==> src/rtl/cube_sweep_engine_if.sv <==
// cube_sweep_engine_if: stimulus/response and result bundle of the sweep engine.
// sig_o exists only when CUBE_SWEEP_SIGNATURE_EN is defined.
interface cube_sweep_engine_if #(
  parameter int N = 19
);
  logic         start;
  logic         abort;
  logic         y_i;
  logic [N-1:0] vec_o;
  logic         busy;
  logic         done;
  logic [N:0]   hit_cnt;
  logic [N-1:0] first_hit;
  logic         first_hit_vld;
`ifdef CUBE_SWEEP_SIGNATURE_EN
  logic [15:0]  sig_o;
  modport master (output start, abort, y_i,
                  input vec_o, busy, done, hit_cnt, first_hit, first_hit_vld, sig_o);
  modport slave (input start, abort, y_i,
                 output vec_o, busy, done, hit_cnt, first_hit, first_hit_vld, sig_o);
`else
  modport master (output start, abort, y_i,
                  input vec_o, busy, done, hit_cnt, first_hit, first_hit_vld);
  modport slave (input start, abort, y_i,
                 output vec_o, busy, done, hit_cnt, first_hit, first_hit_vld);
`endif
endinterface

==> src/rtl/cube_sweep_engine.sv <==
// cube_sweep_engine: drives all 2^N input vectors, counts on-set size and lowest on-set minterm.
// Defining CUBE_SWEEP_SIGNATURE_EN adds a 16-bit MISR signature of the response stream on sig_o.
module cube_sweep_engine #(
  parameter int N   = 19,
  parameter int LAT = 0
) (
  input logic                clk,
  input logic                rst_n,
  cube_sweep_engine_if.slave bus
);
  typedef enum logic [1:0] {IDLE, RUN, DRAIN, DONE} state_t;
  localparam logic [N:0] ONE = 1;
  state_t state, state_d;
  logic [N-1:0] vec, first, tap_vec;
  logic [N:0] hit;
  logic [1:0] dcnt;
  logic fvld, tap_vld, busy, idle, last, flush, go, smp, push, drain_end;
  assign busy = state == RUN || state == DRAIN;
  assign idle = state == IDLE || state == DONE;
  assign last = vec == {N{1'b1}};
  assign flush = busy && bus.abort;
  assign go = idle && bus.start;
  assign push = state == RUN;
  assign smp = tap_vld && !flush;
  assign drain_end = dcnt == 2'(LAT - 1);
  always_ff @(posedge clk or negedge rst_n)
    if (!rst_n) state <= IDLE;
    else state <= state_d;
  always_comb begin
    state_d = flush ? IDLE :
              go ? RUN :
              push && last ? (LAT == 0 ? DONE : DRAIN) :
              state == DRAIN && drain_end ? DONE : state;
  end
  always_ff @(posedge clk or negedge rst_n)
    if (!rst_n) dcnt <= 2'd0;
    else dcnt <= state == DRAIN ? dcnt + 2'd1 : 2'd0;
  // Response delay line: tags and vector copies line up with y_i LAT cycles later
  generate
    if (LAT == 0) begin : g_wire
      assign tap_vld = push;
      assign tap_vec = vec;
    end else begin : g_pipe
      logic [LAT-1:0] vld_q;
      logic [N-1:0] vec_q [LAT];
      always_ff @(posedge clk or negedge rst_n)
        if (!rst_n) vld_q <= '0;
        else vld_q <= flush ? '0 : LAT'({vld_q, push});
      always_ff @(posedge clk) begin
        vec_q[0] <= vec;
        for (int i = 1; i < LAT; i++) vec_q[i] <= vec_q[i-1];
      end
      assign tap_vld = vld_q[LAT-1];
      assign tap_vec = vec_q[LAT-1];
    end
  endgenerate
  always_ff @(posedge clk or negedge rst_n)
    if (!rst_n) begin
      vec <= '0;
      hit <= '0;
      first <= '0;
      fvld <= 1'b0;
    end else if (go) begin
      vec <= '0;
      hit <= '0;
      first <= '0;
      fvld <= 1'b0;
    end else begin
      if (push && !last && !flush) vec <= vec + N'(1);
      if (smp && bus.y_i) begin
        hit <= hit + ONE;
        fvld <= 1'b1;
        if (!fvld) first <= tap_vec;
      end
    end
`ifdef CUBE_SWEEP_SIGNATURE_EN
  logic [15:0] sig;
  always_ff @(posedge clk or negedge rst_n)
    if (!rst_n) sig <= 16'hFFFF;
    else if (go) sig <= 16'hFFFF;
    else if (smp) sig <= {sig[14:0], 1'b0} ^ (sig[15] ? 16'h1021 : 16'h0000) ^ {15'd0, bus.y_i};
  assign bus.sig_o = sig;
`endif
  assign bus.vec_o = vec;
  assign bus.busy = busy;
  assign bus.done = state == DONE;
  assign bus.hit_cnt = hit;
  assign bus.first_hit = first;
  assign bus.first_hit_vld = fvld;
endmodule

==> src/flat_wrapper.sv <==
// flat-port wrapper written by rule: the top's interface ports become plain ports
module cube_sweep_engine_flat 
#(
  parameter int N   = 19,
  parameter int LAT = 0
)
  (clk, rst_n, bus_start, bus_abort, bus_y_i, bus_vec_o, bus_busy, bus_done, bus_hit_cnt, bus_first_hit, bus_first_hit_vld);
  cube_sweep_engine_if #(.N(N)) bus_i ();
  input logic clk;
  input logic rst_n;
  input wire logic [$bits(bus_i.start)-1:0] bus_start;
  input wire logic [$bits(bus_i.abort)-1:0] bus_abort;
  input wire logic [$bits(bus_i.y_i)-1:0] bus_y_i;
  output wire logic [$bits(bus_i.vec_o)-1:0] bus_vec_o;
  output wire logic [$bits(bus_i.busy)-1:0] bus_busy;
  output wire logic [$bits(bus_i.done)-1:0] bus_done;
  output wire logic [$bits(bus_i.hit_cnt)-1:0] bus_hit_cnt;
  output wire logic [$bits(bus_i.first_hit)-1:0] bus_first_hit;
  output wire logic [$bits(bus_i.first_hit_vld)-1:0] bus_first_hit_vld;
  assign bus_i.start = bus_start;
  assign bus_i.abort = bus_abort;
  assign bus_i.y_i = bus_y_i;
  assign bus_vec_o = bus_i.vec_o;
  assign bus_busy = bus_i.busy;
  assign bus_done = bus_i.done;
  assign bus_hit_cnt = bus_i.hit_cnt;
  assign bus_first_hit = bus_i.first_hit;
  assign bus_first_hit_vld = bus_i.first_hit_vld;
  cube_sweep_engine #(.N(N), .LAT(LAT)) u_core (.clk(clk), .rst_n(rst_n), .bus(bus_i));
endmodule
==> config.mk <==
export PLATFORM = sky130hd
export DESIGN_NAME = cube_sweep_engine_flat
export DESIGN_NICKNAME = d
export VERILOG_FILES = /design/src/rtl/cube_sweep_engine_if.sv /design/src/rtl/cube_sweep_engine.sv /design/src/flat_wrapper.sv
export SDC_FILE = /design/constraint.sdc
export NUM_CORES = 1
export LEC_CHECK = 0
export ABC_AREA = 1
export CAP_MARGIN = 5
export CORE_UTILIZATION = 40
export CTS_BUF_LIST = sky130_fd_sc_hd__clkbuf_8
export DETAILED_ROUTE_END_ITERATION = 8
export GPL_TIMING_DRIVEN = 0
export PLACE_DENSITY = 0.67
export SLEW_MARGIN = 0
export SYNTH_ARGS = -nofsm -noshare
export SYNTH_HDL_FRONTEND = slang
export SYNTH_SLANG_ARGS = --single-unit
==> constraint.sdc <==
create_clock -name clk -period 1.6 [get_ports clk]
set_input_delay 0.4 -clock clk [delete_from_list [all_inputs] [get_ports clk]]
set_output_delay 0.4 -clock clk [all_outputs]
set_load 0.01 [all_outputs]
==> impl_metrics.json, run 1 <==
{
  "worstPathCellList": "inv_2, ha_4, nand3_4, buf_6, nor2_4, buf_12, buf_8, o21ai_2, a21oi_1",
  "area_growth_pct": 55.7,
  "placed_area_mm2": 0.00421,
  "synth-async-reset-ratio_pct": 100,
  "die_h_um": 94.3,
  "cts_tree": "built",
  "ys_seq_area_share_pct": 46.3,
  "gp_congestion": 0.941,
  "netlist.area_leader.share_pct": 46.3,
  "critPathRequiredTime_ns": 1.86,
  "finalMaxSlewViolations": 0,
  "cts_hold_buf": 0,
  "grt_pass1_vias": 3393,
  "grt_max_degree": 64,
  "cap_viol_max_count": 0,
  "crit_path_top_delay_cell": "dfrtp_2",
  "worstSetupPathType": "reg2reg",
  "avgSynthCellArea_um2": 7.57,
  "synth_top_family_by_area": "simple AND/OR/NAND/NOR gates",
  "post_drt_wl_per_cell_um": 15.9,
  "worstMarginPinSlew_ns": 0.815,
  "cts_buffers": 9,
  "ys_ff_latch": 63,
  "clk_pin_slew_ns": 0.07,
  "fmax_mhz": 589,
  "min_period_ns": 1.70,
  "htree_levels": 3,
  "track_usage_pct": 24.5,
  "cpPeakStageDelay_ns": 0.44,
  "initial_core_util_pct": 41.5,
  "cp_top_family": "buffers and inverters",
  "clkLatencyLatePin_ns": 0.34,
  "p_leak_nw": 2.76,
  "hpwl_um": 6540,
  "final-setup-viol-count": 38,
  "violations": "setup timing",
  "synth-xor-area-share_pct": 2.83,
  "finalClockSkew_ns": 0.00862,
  "outcome": "complete, but fails checks",
  "dieArea_mm2": 0.00889,
  "portBuffers": 65,
  "cts.sinks": 63,
  "worstRegToRegCells": 9,
  "die_x_um": 94.3,
  "grt_pass1_wl_um": 16400,
  "rsz0062_at_grt": "true",
  "rows": 33,
  "synth_area_leaders": "dfrtp_1 (46%), nand2_1 (11%), nand3_1 (8.2%)",
  "drc": 0,
  "synth_top_area_cell": "dfrtp_1",
  "hp-class": "in2async",
  "vias": 3698,
  "design_area_mm2": 0.00531,
  "power.total_mw": 6.40,
  "syn_inst": 450,
  "pre_cts_ws_ns": -0.709,
  "cp-start-kind": "flip-flop",
  "rr_startpoint": "u_core.state[1]",
  "diodes": 0,
  "synth_cell_types": 27,
  "final-hold-violation-count": 0,
  "overflow": 0,
  "synthAdderAreaFrac_pct": 2.20,
  "synth_compound_area_share_pct": 8.26,
  "critPathCaptureType": "flip-flop",
  "ff2ff_setup_slack_ns": -0.1,
  "netlist_area_mm2": 0.00341,
  "drtIter0Drc": 256,
  "drive_gt1_share_pct": 31.7,
  "cp.depth": 9,
  "vdd_drop_max_mv": 0.846,
  "antenna_found_initial": 0,
  "synthFlopType": "dfrtp_1",
  "wl_um": 11000,
  "fin_util_pct": 64.6,
  "synth_edf_count": 0,
  "final_common_cell": "nand2_1",
  "synth-simple-area-share_pct": 31.5,
  "synthesis.nets": 461,
  "r2r_end": "u_core.bus.first_hit[17]",
  "ctsLongestPathBuffers": 2,
  "first_pass_iters": 5,
  "final.setup.worst_slack_ns": -0.0964,
  "synthMuxAreaShare_pct": 0,
  "fin_crit_sh_pct": 106,
  "cp.arrival_ns": 1.96,
  "final_cell_mix": "nand2_1 (94), dlygate4sd2_1 (59), inv_1 (55), dfrtp_1 (47)",
  "io_pins": 66,
  "core_mm2": 0.00822,
  "ys_warn_count": 0,
  "slew_headroom_pct": 45.7,
  "path_buf_inv": 4,
  "final_nets": 592,
  "powerDensity_mw_per_mm2": 1210,
  "ant_nets": 0,
  "vias_per_cell": 5.35,
  "cts_root_buf": "clkbuf_8",
  "cp_max_fo": 7
}
[where the power goes]
| part | switching (mW) | internal [mW] | total, mW |
|---|---|---|---|
| combinational | 1.61 | 1.31 | 2.92 |
| sequential | 0.223 | 1.83 | 2.05 |
| clock | 0.638 | 0.791 | 1.43 |
| total | 2.47 | 3.93 | 6.40 |
[Yosys cell counts (2+ instances only)]
library cell and count:
a21oi_1 14, buf_1 4, buf_2 3, buf_4 2, clkbuf_1 3, dfrtp_1 63, ha_1 6, inv_1 58
inv_2 5, nand2_1 104, nand2_2 5, nand2_4 2, nand3_1 56, nand4_1 12, nor2_1 55, nor2_4 3
nor3_1 4, o21ai_0 18, o21ai_1 12, o21ai_2 5, xor2_1 10
[routing by layer]
| layer | GRT usage, % | share of wire (%) | wire length (um) |
|---|---|---|---|
| met1 | 31.5 | 41 | 4480 |
| met3 | 5.18 | 6.9 | 763 |
| met5 | 0 | 0 | 0 |
| met4 | 8.97 | 2.9 | 318 |
| met2 | 40.3 | 49 | 5440 |
[logic make-up after synthesis]
group           after synthesis
buf+inv                      76
flops                        63
fa+ha+maj                     6
xor+xnor                     11
compound gates               51
simple gates                243
[worst max-delay path by stage]
| stage | from | endpoint |
|---|---|---|
| 3_3_place_gp | rst_n | u_core.bus.vec_o[0] |
| 4_1_cts | u_core.bus.vec_o[1] | u_core.bus.vec_o[8] |
| 2_1_floorplan | u_core.state[1] | u_core.bus.first_hit[0] |
| 3_5_place_dp | bus_abort | u_core.bus.first_hit[0] |
| 5_1_grt | u_core.bus.vec_o[1] | u_core.bus.vec_o[12] |
| 6_report | u_core.state[1] | u_core.bus.first_hit[17] |
[per-stage QoR]
step	TNS (ns)	instances	hold slack, ns
after floorplan	0	450	0.104
after global placement	-154.67	620	0.417
after detailed placement	-28.43	620	0.432
after CTS	-0.714	672	0.173
after global routing	-4.22	691	0.206
final	-1.81	691	0.131
[timing repair]
item,CTS,global route
pin swaps,6,21
setup endpoints to repair,122,59
hold endpoints to repair,0,0
gates resized for setup,125,91
cloned,1,4
buffers inserted,35,15
[area by class of cell]
class	count	area, um2
Tap cell	105	131
Multi-Input combinational cell	311	1880
Clock inverter	5	48.8
Timing Repair Buffer	119	1100
Sequential cell	63	1600
Buffer	13	134
Clock buffer	11	151
Timing Repair inverter	1	5.00
Inverter	63	254
Fill cell	675	2910
[worst register-to-register path, stage by stage, from the launching register on]
cell and delay, ns:
dfrtp_2 0.44, inv_2 0.10, ha_4 0.17, nand3_4 0.16, buf_6 0.18, nor2_4 0.09, buf_12 0.14, buf_8 0.15
o21ai_2 0.06, a21oi_1 0.13
[registers in the layout, indices dropped and copies added (netlist names)]
| signal | flops |
|---|---|
| u_core.bus.hit_cnt | 20 |
| u_core.bus.first_hit_vld | 1 |
| u_core.state | 2 |
| u_core.bus.vec_o | 19 |
| u_core.bus.first_hit | 19 |
| u_core.dcnt | 2 |
No activity file was read; power rests on OpenSTA's default activity.
==> run 2, diff against run 1 <==
- GPL_ROUTABILITY_DRIVEN: not set -> 0
==> results of run 2 <==
Final layout, timing and power as in run 1 (identical DEF).
